$ cat src/rtl/uart_button_tx_if.sv
// Signal bundle between a button/byte source and the UART frame transmitter.
interface uart_button_tx_if;
    logic       transmit;
    logic [7:0] data;
    logic       tx;
    logic       busy;
    logic       done;

    modport master (output transmit, output data, input tx, input busy, input done);
    modport slave  (input transmit, input data, output tx, output busy, output done);
endinterface

$ cat src/rtl/uart_button_tx.sv
// Sends one 8N1 (optionally even-parity) UART frame per rising edge of a debounced button level.
module uart_button_tx #(
    parameter int CLKS_PER_BIT = 10416,
    parameter int PARITY_EN    = 0
) (
    input logic           clk,
    input logic           rst,
    uart_button_tx_if.slave bus
);
    localparam int CNT_W = (CLKS_PER_BIT > 1) ? $clog2(CLKS_PER_BIT) : 1;
    localparam logic [CNT_W-1:0] CNT_LAST = CNT_W'(CLKS_PER_BIT - 1);

    typedef enum logic [2:0] {IDLE, START, DATA, PARITY, STOP} state_t;

    state_t           state, state_next;
    logic [CNT_W-1:0] baud_cnt, baud_cnt_next;
    logic [2:0]       bit_idx, bit_idx_next;
    logic [7:0]       shift_reg, shift_reg_next;
    logic             transmit_q;
    logic             request;
    logic             bit_end;
    logic             tx_reg, tx_next;
    logic             busy_reg, busy_next;
    logic             done_reg, done_next;

    assign request = bus.transmit & ~transmit_q;
    assign bit_end = (baud_cnt == CNT_LAST);

    always_ff @(posedge clk or posedge rst) begin
        if (rst) begin
            state      <= IDLE;
            baud_cnt   <= '0;
            bit_idx    <= '0;
            shift_reg  <= '0;
            transmit_q <= 1'b1;
            tx_reg     <= 1'b1;
            busy_reg   <= 1'b0;
            done_reg   <= 1'b0;
        end else begin
            state      <= state_next;
            baud_cnt   <= baud_cnt_next;
            bit_idx    <= bit_idx_next;
            shift_reg  <= shift_reg_next;
            transmit_q <= bus.transmit;
            tx_reg     <= tx_next;
            busy_reg   <= busy_next;
            done_reg   <= done_next;
        end
    end

    always_comb begin
        state_next     = state;
        baud_cnt_next  = baud_cnt;
        bit_idx_next   = bit_idx;
        shift_reg_next = shift_reg;

        if (state == IDLE) begin
            if (request) begin
                state_next     = START;
                shift_reg_next = bus.data;
                baud_cnt_next  = '0;
                bit_idx_next   = '0;
            end
        end else if (bit_end) begin
            baud_cnt_next = '0;
            case (state)
                START:  state_next = DATA;
                DATA: begin
                    if (bit_idx == 3'd7) begin
                        bit_idx_next = '0;
                        if (PARITY_EN != 0) state_next = PARITY;
                        else                state_next = STOP;
                    end else begin
                        bit_idx_next = bit_idx + 3'd1;
                    end
                end
                PARITY: state_next = STOP;
                default: state_next = IDLE;
            endcase
        end else begin
            baud_cnt_next = baud_cnt + 1'b1;
        end

        // Outputs are precomputed from the next state so tx/busy/done come straight from flops.
        case (state_next)
            START:   tx_next = 1'b0;
            DATA:    tx_next = shift_reg_next[bit_idx_next];
            PARITY:  tx_next = ^shift_reg_next;
            default: tx_next = 1'b1;
        endcase
        busy_next = (state_next != IDLE);
        done_next = (state_next == STOP) && (baud_cnt_next == CNT_LAST);
    end

    assign bus.tx   = tx_reg;
    assign bus.busy = busy_reg;
    assign bus.done = done_reg;
endmodule

$ cat src/flat_wrapper.sv
// flat-port wrapper written by rule: the top's interface ports become plain ports
module uart_button_tx_flat 
#(
    parameter int CLKS_PER_BIT = 10416,
    parameter int PARITY_EN    = 0
)
  (clk, rst, bus_transmit, bus_data, bus_tx, bus_busy, bus_done);
  uart_button_tx_if bus_i ();
  input logic clk;
  input logic rst;
  input wire logic [$bits(bus_i.transmit)-1:0] bus_transmit;
  input wire logic [$bits(bus_i.data)-1:0] bus_data;
  output wire logic [$bits(bus_i.tx)-1:0] bus_tx;
  output wire logic [$bits(bus_i.busy)-1:0] bus_busy;
  output wire logic [$bits(bus_i.done)-1:0] bus_done;
  assign bus_i.transmit = bus_transmit;
  assign bus_i.data = bus_data;
  assign bus_tx = bus_i.tx;
  assign bus_busy = bus_i.busy;
  assign bus_done = bus_i.done;
  uart_button_tx #(.CLKS_PER_BIT(CLKS_PER_BIT), .PARITY_EN(PARITY_EN)) u_core (.clk(clk), .rst(rst), .bus(bus_i));
endmodule
$ cat config.mk
export PLATFORM = sky130hd
export DESIGN_NAME = uart_button_tx_flat
export DESIGN_NICKNAME = d
export VERILOG_FILES = /design/src/rtl/uart_button_tx_if.sv /design/src/rtl/uart_button_tx.sv /design/src/flat_wrapper.sv
export SDC_FILE = /design/constraint.sdc
export NUM_CORES = 1
export LEC_CHECK = 0
export CAP_MARGIN = 10
export CORE_ASPECT_RATIO = 0.9
export CORE_UTILIZATION = 30
export DETAILED_ROUTE_END_ITERATION = 16
export DONT_BUFFER_PORTS = 1
export PLACE_DENSITY = 0.57
export REMOVE_ABC_BUFFERS = 1
export SYNTH_ARGS = -nofsm -noshare
export SYNTH_HDL_FRONTEND = slang
export SYNTH_SLANG_ARGS = --single-unit
$ cat constraint.sdc
create_clock -name clk -period 2.3 [get_ports clk]
set_input_delay 0.345 -clock clk [delete_from_list [all_inputs] [get_ports clk]]
set_output_delay 0.345 -clock clk [all_outputs]
set_load 0.02 [all_outputs]
==> run summary, run 1 <==
final setup TNS - 0 ns
Clk pin slew, worst setup/hold paths - 0.08 ns
clk_lat worst skew - 0.29 ns
DRC errors left - 0
GR Overflow Total - 0
largest net degree at the start of global routing - 33
Crit path max-delay family - simple AND/OR/NAND/NOR gates
Worst Hold Class - in2async
syn avg cell area - 9.89 sq um
first-pass GRT wire length - 7130 microns
clock network power share - 47.7%
max FFs per register - 14
Final period util - 96.6%
final hold viol count - 0
Setup violations, final - 0
required time of the critical path - 2.49 ns
P_leak - 1.01 nW
storage element area - 803 sq um
CP Cell Sequence - or3_1 > nor2_1 > buf_4 > a31oi_1 > o22ai_1 > nor4_4 > nand4b_1 > nor4bb_1
Seq/Total Area, Yosys - 42.5%
Seq cells post-synth - 32
placer congestion estimate - 0.825
Initial Utilization - 31.0%
Critical Path Start - u_core.state[2]
CTS tree - built
switch share - 21.5%
die extent in y - 77.3 microns
Slew headroom - 70.1%
Core Region - 6080 sq um
multi-input logic area - 1070 sq um
critical path class - reg2reg
CP Data Arrival Time - 2.41 ns
ys flop type - dfrtp_1
gr usage total - 14.2%
share of the synthesized area in the top cell type - 39.8%
die area - 6620 sq um
nets - 240
post-layout min period - 2.22 ns
Netlist cell types - 49
Worst Skew - 0.00968 ns
reg2reg end - u_core.bus.done
CTS Buf Count - 5
count leader, synth - dfrtp_1
internal reg-to-reg setup slack - 0.08 ns
Critical Path Sink - u_core.bus.done
worst-path fanout max - 7
Antenna diodes - 0
number of max-cap violations - 0
CTS max path bufs - 2
Core Rows - 27
share of layout cells above drive strength 1 - 30.4%
Synth async-reset ratio - 100%
Fmax achieved - 450 MHz
critical path depth - 8
H-tree depth - 2
Warnings, synthesis - 0
startpoint type of the worst setup path - flop
IO Port Bufs - 0
total via count in the routed design - 1,604
Peak VDD IR - 244 uV
status - complete, no violations
antenna-violating nets left - 0
Mapped Cells - 191
post-layout util - 38.7%
number of DRC markers in iteration 0 - 113
synth cell count leaders - 30 x dfrtp_1, 21 x nand2_1, 14 x xnor2_1, 13 x o21ai_0, 9 x nor2_1
CP max stage delay - 0.47 ns
Worst Tran Pin Value - 0.447 ns
1st-pass router iterations - 4
R2R depth - 8
switching power - 0.247 mW
Worst path slowest cell - or3_1
number of I/O pins - 14
hold buffer count at cts - 0
Die W - 85.6 microns
combinational power share - 3.2%
synthesized cell area - 1890 sq um
Sink Count - 32
Vias/cell - 5.36
PwrDens - 488 nW/um^2
cell-internal power - 0.902 mW
number of flops mapped to enable cells by yosys - 0
crit end category - flop
WL per Instance - 15.1 microns
clock root buffer - clkbuf_8
cell taking the most area after synthesis - dfrtp_1
Final HPWL DP - 3280 microns
vias in the first global route - 1,444
Reg2Reg Launch Point - u_core.state[2]
top area cells in the synthesized netlist - dfrtp_1 40%, xnor2_1 6.5%, mux2_2 4.8%
crit path buf inv count - 1
initial antenna violation count - 0
Routed WL - 4530 microns
Filler Cell Count - 596
sequential power share - 49.1%
area grow syn2layout - 24.7%
Final Max Slew Viols - 0
unrepaired setup endpoints after global routing - yes
-- cell usage in the layout, fill, tap and decap left out, types with 3 or more instances in the layout --
| cell type | instances |
|---|---|
| a21o_1 | 4 |
| a21oi_1 | 5 |
| a31oi_1 | 3 |
| buf_4 | 33 |
| clkbuf_8 | 5 |
| dfrtp_1 | 30 |
| inv_1 | 6 |
| mux2_2 | 8 |
| nand2_1 | 21 |
| nand3_1 | 7 |
| nand4_1 | 7 |
| nor2_1 | 9 |
| nor3_1 | 4 |
| o21ai_0 | 10 |
| o21ai_1 | 3 |
| o22ai_1 | 3 |
| xnor2_1 | 14 |
| xor2_1 | 4 |
-- layer usage --
metal / global-route usage [%] / vias up / routed length [microns]
met5: 0 / - / 0
met4: 6.50 / 0 / 85
met3: 3.77 / 5 / 282
met2: 19.9 / 38 / 2040
met1: 20.2 / 781 / 2120
li1: - / 780 / -
-- cell families after synthesis --
group / share of synthesized area (%)
xor+xnor: 8.35
simple gates: 23.8
fa+ha+maj: 1.99
flops: 42.5
mux: 6.36
compound gates: 13.7
buf+inv: 3.31
-- area by class of cell --
type                    count  area share (%)
multi-input cells         147            45.5
flip-flops and latches     32            34.1
clock buffers               6            3.08
inverters                   6           0.956
well taps                  72            3.83
repair buffers             34            11.0
clock inverters             2            1.49
-- worst min path at each step --
stage	startpoint	to	slack (ns)	depth (start not counted)
after floorplan	bus_transmit	u_core.transmit_q	0.35	0
after global placement	rst	u_core.baud_cnt[8]	0.35	2
after detailed placement	bus_transmit	u_core.transmit_q	0.35	0
after CTS	bus_transmit	u_core.transmit_q	0.03	0
after global routing	bus_transmit	u_core.transmit_q	0.03	0
final	rst	u_core.baud_cnt[8]	0.03	2
-- power by group through the flow --
stage / Combinational, mW / Sequential [mW] / Clock (mW)
global placement: 0.0380 / 0.575 / 0
detailed placement: 0.0379 / 0.575 / 0
global route: 0.0415 / 0.564 / 0.579
CTS: 0.0382 / 0.564 / 0.559
floorplan: 0.0303 / 0.575 / 0
finish: 0.0366 / 0.564 / 0.548
-- stage by stage --
stage | area, sq um | power (mW) | hold slack (ns) | setup WS (ns) | instances
after floorplan | 1850 | 0.605 | 0.349 | -0.0390 | 185
after global placement | 2160 | 0.613 | 0.350 | 0.0554 | 287
after detailed placement | 2160 | 0.613 | 0.350 | -0.0593 | 287
after CTS | 2280 | 1.16 | 0.0343 | 0.00262 | 295
after global routing | 2350 | 1.18 | 0.0317 | -0.0785 | 299
final | 2350 | 1.15 | 0.0286 | 0.0792 | 299
-- repair_timing --
| action | 4_1_cts | 5_1_grt |
|---|---|---|
| endpoints found under the setup margin | 1 | 2 |
| resized for setup | 3 | 12 |
| pin swaps | 0 | 9 |
| gates cloned | 0 | 0 |
| buffers inserted | 0 | 4 |
(Power assumes the default switching activity.)
==> inputs of run 2 (changes only) <==
--- a/config.mk
+++ b/config.mk
@@ -11,7 +11,6 @@
 export DETAILED_ROUTE_END_ITERATION = 16
 export DONT_BUFFER_PORTS = 1
 export PLACE_DENSITY = 0.57
-export REMOVE_ABC_BUFFERS = 1
 export SYNTH_ARGS = -nofsm -noshare
 export SYNTH_HDL_FRONTEND = slang
 export SYNTH_SLANG_ARGS = --single-unit
==> run 2 against run 1 <==
Against the previous run:
- flip-flop and latch count stayed put
- clock-buffer cell count up 1
- critical path depth increased by 1
- maximum frequency grew 2.0%
==> run summary, run 2 (synthesis results as in run 1) <==
status - complete, no violations
critical path depth - 9 (+1)
Post-Syn Nets - 205
DRC errors left - 0 (unchanged)
clk_lat worst skew - 0.29 ns (about the same)
CTS max path bufs - 2 (unchanged)
max FFs per register - 14 (unchanged)
CP max stage delay - 0.35 ns (-0.12 ns)
placer congestion estimate - 0.868 (+5.2%)
CTS tree - built
share of layout cells above drive strength 1 - 29.6% (-0.80 points)
initial antenna violation count - 0 (unchanged)
critical path class - reg2reg
antenna-violating nets left - 0 (unchanged)
Vias/cell - 5.20 (-3.1%)
H-tree depth - 2 (unchanged)
top sig layer - met4
P_leak - 0.985 nW (-2.6%)
placed instance area - 2160 sq um (-0.35%)
Fmax achieved - 459 MHz (+2.0%)
most common cell after layout, fill and taps aside - dfrtp_1
first-pass GRT wire length - 7180 microns (+0.69%)
Worst Hold Class - in2reg
Final HPWL DP - 3270 microns (-0.41%)
Clk pin slew, worst setup/hold paths - 0.07 ns (about the same)
most frequent cells in the layout - 30 x dfrtp_1, 29 x buf_4, 21 x nand2_1, 14 x xnor2_1, 12 x o21ai_0
Setup violations, final - 0 (unchanged)
Worst Tran Pin Value - 0.458 ns (+0.0111 ns)
startpoint type of the worst setup path - flop
Critical Path Start - u_core.baud_cnt[0]
CTS Buf Count - 5 (unchanged)
clock network power share - 40.7% (-7.0 points)
Routed WL - 4180 microns (-7.7%)
Antenna diodes - 0 (unchanged)
post-layout util - 38.1% (-0.64 points)
Post-Place Worst Slack - 0.0199 ns (+0.0792 ns)
total via count in the routed design - 1,534 (-4.4%)
cell-internal power - 0.794 mW (-12%)
final worst setup slack - 0.123 ns (+0.0439 ns)
vias in the first global route - 1,432 (-0.83%)
largest net degree at the start of global routing - 21 (-36%)
crit path buf inv count - 1 (unchanged)
1st-pass router iterations - 4 (unchanged)
Sink Count - 32 (unchanged)
WL per Instance - 14.2 microns (-6.5%)
clock root buffer - clkbuf_8
Initial Utilization - 31.0% (unchanged)
IO Port Bufs - 0 (unchanged)
Crit path max-delay family - simple AND/OR/NAND/NOR gates
gr usage total - 14.0% (-0.25 points)
number of I/O pins - 14 (unchanged)
Critical Path Sink - u_core.bus.done
Die W - 85.6 microns (unchanged)
combinational power share - 3.7% (+0.5 points)
die area - 6620 sq um (unchanged)
required time of the critical path - 2.49 ns (about the same)
Slew headroom - 69.4% (-0.67 points)
sequential power share - 55.6% (+6.5 points)
reg2reg end - u_core.bus.done
Fin Hold WS - 0.0541 ns (+0.0254 ns)
area grow syn2layout - 22.7%
crit end category - flop
Worst Skew - 0.00702 ns (-0.00266 ns)
PwrDens - 438 nW/um^2 (-10%)
worst-path fanout max - 5 (-2)
met3 wire len - 140 microns (-50%)
switch share - 21.8% (+0.31 points)
Reg2Reg Launch Point - u_core.baud_cnt[0]
multi-input logic area - 1090 sq um (+1.8%)
DR WL met2 - 1790 microns (-12%)
Final Max Slew Viols - 0 (unchanged)
CP Cell Sequence - ha_1 > and4_4 > nand4_4 > buf_4 > a31oi_1 > o21ai_0 > nor4_2 > nand4b_1 > nor4bb_1
Peak VDD IR - 156 uV (-36%)
die extent in y - 77.3 microns (unchanged)
R2R depth - 9 (+1)
nets - 236 (-1.7%)
post-layout instance area - 2320 sq um (-1.6%)
GR Overflow Total - 0 (unchanged)
Filler Cell Count - 590 (-1.0%)
Final period util - 94.6% (-1.9 points)
number of max-cap violations - 0 (unchanged)
switching power - 0.221 mW (-10%)
number of DRC markers in iteration 0 - 115 (+1.8%)
internal reg-to-reg setup slack - 0.12 ns (+0.04 ns)
Core Region - 6080 sq um (unchanged)
post-layout min period - 2.18 ns (-0.0439 ns)
Core Rows - 27 (unchanged)
Metal-1 WL - 2170 microns (+2.5%)
setup repair bufs after CTS - 0 (unchanged)
Worst path slowest cell - dfrtp_1
CP Data Arrival Time - 2.37 ns (-0.04 ns)
final hold viol count - 0 (unchanged)
storage element area - 803 sq um (unchanged)
[run 2: metrics by stage]
step	cells	TNS, ns	total power [mW]
finish	295	0	1.02
global route	295	-0.0163	1.06
CTS	295	0	1.04
detailed placement	286	0	0.613
global placement	286	0	0.612
floorplan	191	0	0.605
[run 2: what timing repair did]
| action | 4_1_cts | 5_1_grt |
|---|---|---|
| endpoints found under the setup margin | 0 | 2 |
| hold endpoints to repair | 11 | 0 |
| hold buffers | 1 | 0 |
| gates resized for setup | 0 | 15 |
[run 2: worst min path at each step]
stage,cells after the start,slack [ns],start,endpoint
after detailed placement,1,0.27,rst,u_core.bus.busy
after global placement,1,0.27,rst,u_core.bus.busy
after floorplan,0,0.35,bus_transmit,u_core.transmit_q
after CTS,0,0.04,bus_transmit,u_core.transmit_q
final,0,0.05,bus_transmit,u_core.transmit_q
after global routing,0,0.03,bus_transmit,u_core.transmit_q
[run 2: area by class of cell]
cell class | count | area share [%]
Timing Repair Buffer | 30 | 9.83
Tap cell | 72 | 3.89
Multi-Input combinational cell | 147 | 47.1
Clock buffer | 7 | 3.30
Clock inverter | 1 | 0.216
Inverter | 6 | 0.972
Sequential cell | 32 | 34.7
[run 2: routing by layer]
metal / up-vias / track usage [%]
li1: 768 / -
met1: 723 / 20.6
met2: 37 / 20.1
met3: 6 / 2.48
met4: 0 / 5.50
met5: - / 0
[run 2: power by group through the flow]
stage | registers [mW] | clock network (mW) | logic [mW]
floorplan | 0.575 | 0 | 0.0303
global placement | 0.575 | 0 | 0.0375
detailed placement | 0.575 | 0 | 0.0379
CTS | 0.564 | 0.438 | 0.0395
global route | 0.564 | 0.453 | 0.0435
finish | 0.565 | 0.413 | 0.0374
==> inputs of run 3 (changes only) <==
--- a/config.mk
+++ b/config.mk
@@ -7,10 +7,10 @@
 export LEC_CHECK = 0
 export CAP_MARGIN = 10
 export CORE_ASPECT_RATIO = 0.9
-export CORE_UTILIZATION = 30
+export CORE_UTILIZATION = 56
 export DETAILED_ROUTE_END_ITERATION = 16
 export DONT_BUFFER_PORTS = 1
-export PLACE_DENSITY = 0.57
+export PLACE_DENSITY = 0.86
 export SYNTH_ARGS = -nofsm -noshare
 export SYNTH_HDL_FRONTEND = slang
 export SYNTH_SLANG_ARGS = --single-unit
==> run 3 against run 2 <==
Against the previous run:
- clock power is 31% higher
- wire length rose by 12%
- maximum frequency shrank 3.2%
- sequential share of layout area grew 0.57 points
- die area down 45%
- critical path type unchanged
- largest cell class unchanged
- highest routed layer unchanged
==> run summary, run 3 (synthesis results as in run 1) <==
Peak VDD IR - 431 uV (+180%)
vias in the first global route - 1,654 (+16%)
Core Region - 3140 sq um (-48%)
critical path class - reg2reg
CTS Buf Count - 5 (unchanged)
gr usage total - 27.8% (+14 points)
largest net degree at the start of global routing - 33 (+57%)
Core Rows - 19 (-30%)
first-pass GRT wire length - 7590 microns (+5.8%)
Final Max Slew Viols - 0 (unchanged)
total via count in the routed design - 1,692 (+10%)
Worst Tran Pin Value - 0.478 ns (+0.0197 ns)
critical path depth - 9 (unchanged)
CP max stage delay - 0.46 ns (+0.11 ns)
1st-pass router iterations - 4 (unchanged)
R2R depth - 9 (unchanged)
Antenna diodes - 0 (unchanged)
number of DRC markers in iteration 0 - 110 (-4.3%)
Sink Count - 32 (unchanged)
Final Instance Count excl. Fillers - 262 (-11%)
placer congestion estimate - 0.915 (+5.4%)
Final period util - 97.8% (+3.2 points)
unrepaired setup endpoints after global routing - yes
Vias/cell - 6.46 (+24%)
most frequent cells in the layout - 30 x dfrtp_1, 27 x buf_4, 20 x nand2_1, 14 x xnor2_1, 11 x o21ai_0
required time of the critical path - 2.48 ns (about the same)
nets - 233 (-1.3%)
Initial Utilization - 60.2% (+29 points)
final hold viol count - 0 (unchanged)
total placed cells including tap cells - 248 (-13%)
status - complete, no violations
max FFs per register - 14 (unchanged)
final setup TNS - 0 ns (unchanged)
Filler Cell Count - 208 (-65%)
Clk pin slew, worst setup/hold paths - 0.08 ns (about the same)
Crit path max-delay family - simple AND/OR/NAND/NOR gates
number of I/O pins - 14 (unchanged)
area grow syn2layout - 20.7%
IO Port Bufs - 0 (unchanged)
CTS tree - built
Slew headroom - 67.8% (-1.6 points)
Die W - 63.2 microns (-26%)
die extent in y - 57.1 microns (-26%)
WL per Instance - 17.9 microns (+26%)
CTS max path bufs - 2 (unchanged)
H-tree depth - 2 (unchanged)
clock root buffer - clkbuf_8
number of max-cap violations - 0 (unchanged)
total power - 1.14 mW (+13%)
die area - 3610 sq um (-45%)
antenna-violating nets left - 0 (unchanged)
Routed WL - 4680 microns (+12%)
Worst Hold Class - in2async
clk_lat worst skew - 0.29 ns (about the same)
Worst path slowest cell - dfrtp_1
DRC errors left - 0 (unchanged)
internal reg-to-reg setup slack - 0.05 ns (-0.07 ns)
most common cell after layout, fill and taps aside - dfrtp_1
reg2reg end - u_core.bus.done
initial antenna violation count - 0 (unchanged)
CP Cell Sequence - nor3b_2 > nand4_4 > nor3_2 > a21oi_1 > inv_1 > nand3_1 > nor4_2 > nand4b_1 > nor4bb_1
crit end category - flop
Worst Skew - 0.0129 ns (+0.00583 ns)
Final HPWL DP - 3380 microns (+3.4%)
worst-path fanout max - 6 (+1)
Post-Syn Nets - 205 (unchanged)
post-layout min period - 2.25 ns (+0.0731 ns)
crit path buf inv count - 1 (unchanged)
PwrDens - 501 nW/um^2 (+14%)
share of layout cells above drive strength 1 - 30.9% (+1.3 points)
storage element area - 803 sq um (unchanged)
hold buffer count at cts - 0 (-1)
Reg2Reg Launch Point - u_core.baud_cnt[9]
Fmax achieved - 444 MHz (-3.2%)
P_leak - 0.982 nW (-0.30%)
GR Overflow Total - 0 (unchanged)
CP Data Arrival Time - 2.43 ns (+0.06 ns)
startpoint type of the worst setup path - flop
multi-input logic area - 1090 sq um (-0.46%)
Setup violations, final - 0 (unchanged)
[run 3: power breakdown]
group          internal, mW  total [mW]  switching, mW
Sequential            0.564       0.564       0.000120
Combinational        0.0162      0.0374         0.0212
Clock                 0.320       0.541          0.220
[run 3: what timing repair did]
action / in CTS / in global routing
setup buffers: 0 / 6
gates resized for setup: 7 / 11
endpoints found under the setup margin: 2 / 2
pin swaps: 0 / 6
[run 3: worst max path at each step]
stage	startpoint	end
3_5_place_dp	u_core.baud_cnt[1]	u_core.bus.tx
5_1_grt	u_core.baud_cnt[9]	u_core.bus.done
2_1_floorplan	u_core.baud_cnt[0]	u_core.bus.done
6_report	u_core.baud_cnt[9]	u_core.bus.done
3_3_place_gp	u_core.baud_cnt[0]	u_core.bus.done
4_1_cts	u_core.baud_cnt[1]	u_core.bus.done
[run 3: layout make-up]
class | count | share of cell area, %
multi-input combinational | 147 | 47.7
sequential | 32 | 35.3
clock inverter | 3 | 1.87
tap | 42 | 2.31
clock buffer | 5 | 3.02
timing repair buffer | 27 | 8.90
inverter | 6 | 0.988
[run 3: routing by layer]
metal / GRT usage, % / up-vias / share of wire [%]
met2: 43.9 / 70 / 47
met5: 0 / - / 0
met3: 6.20 / 18 / 6.3
met4: 14.0 / 0 / 3.1
met1: 36.4 / 833 / 44
li1: - / 771 / -
[run 3: through the flow]
stage               hold WS [ns]  instance area [sq um]  util, %  setup WS (ns)
floorplan                  0.349                   1890        -         0.0618
global placement           0.340                   2060     65.6         0.0719
detailed placement         0.346                   2060     65.6         -0.125
CTS                       0.0409                   2200     70.0         0.0290
global route              0.0479                   2280     72.6        -0.0538
finish                    0.0307                   2280     72.6         0.0500
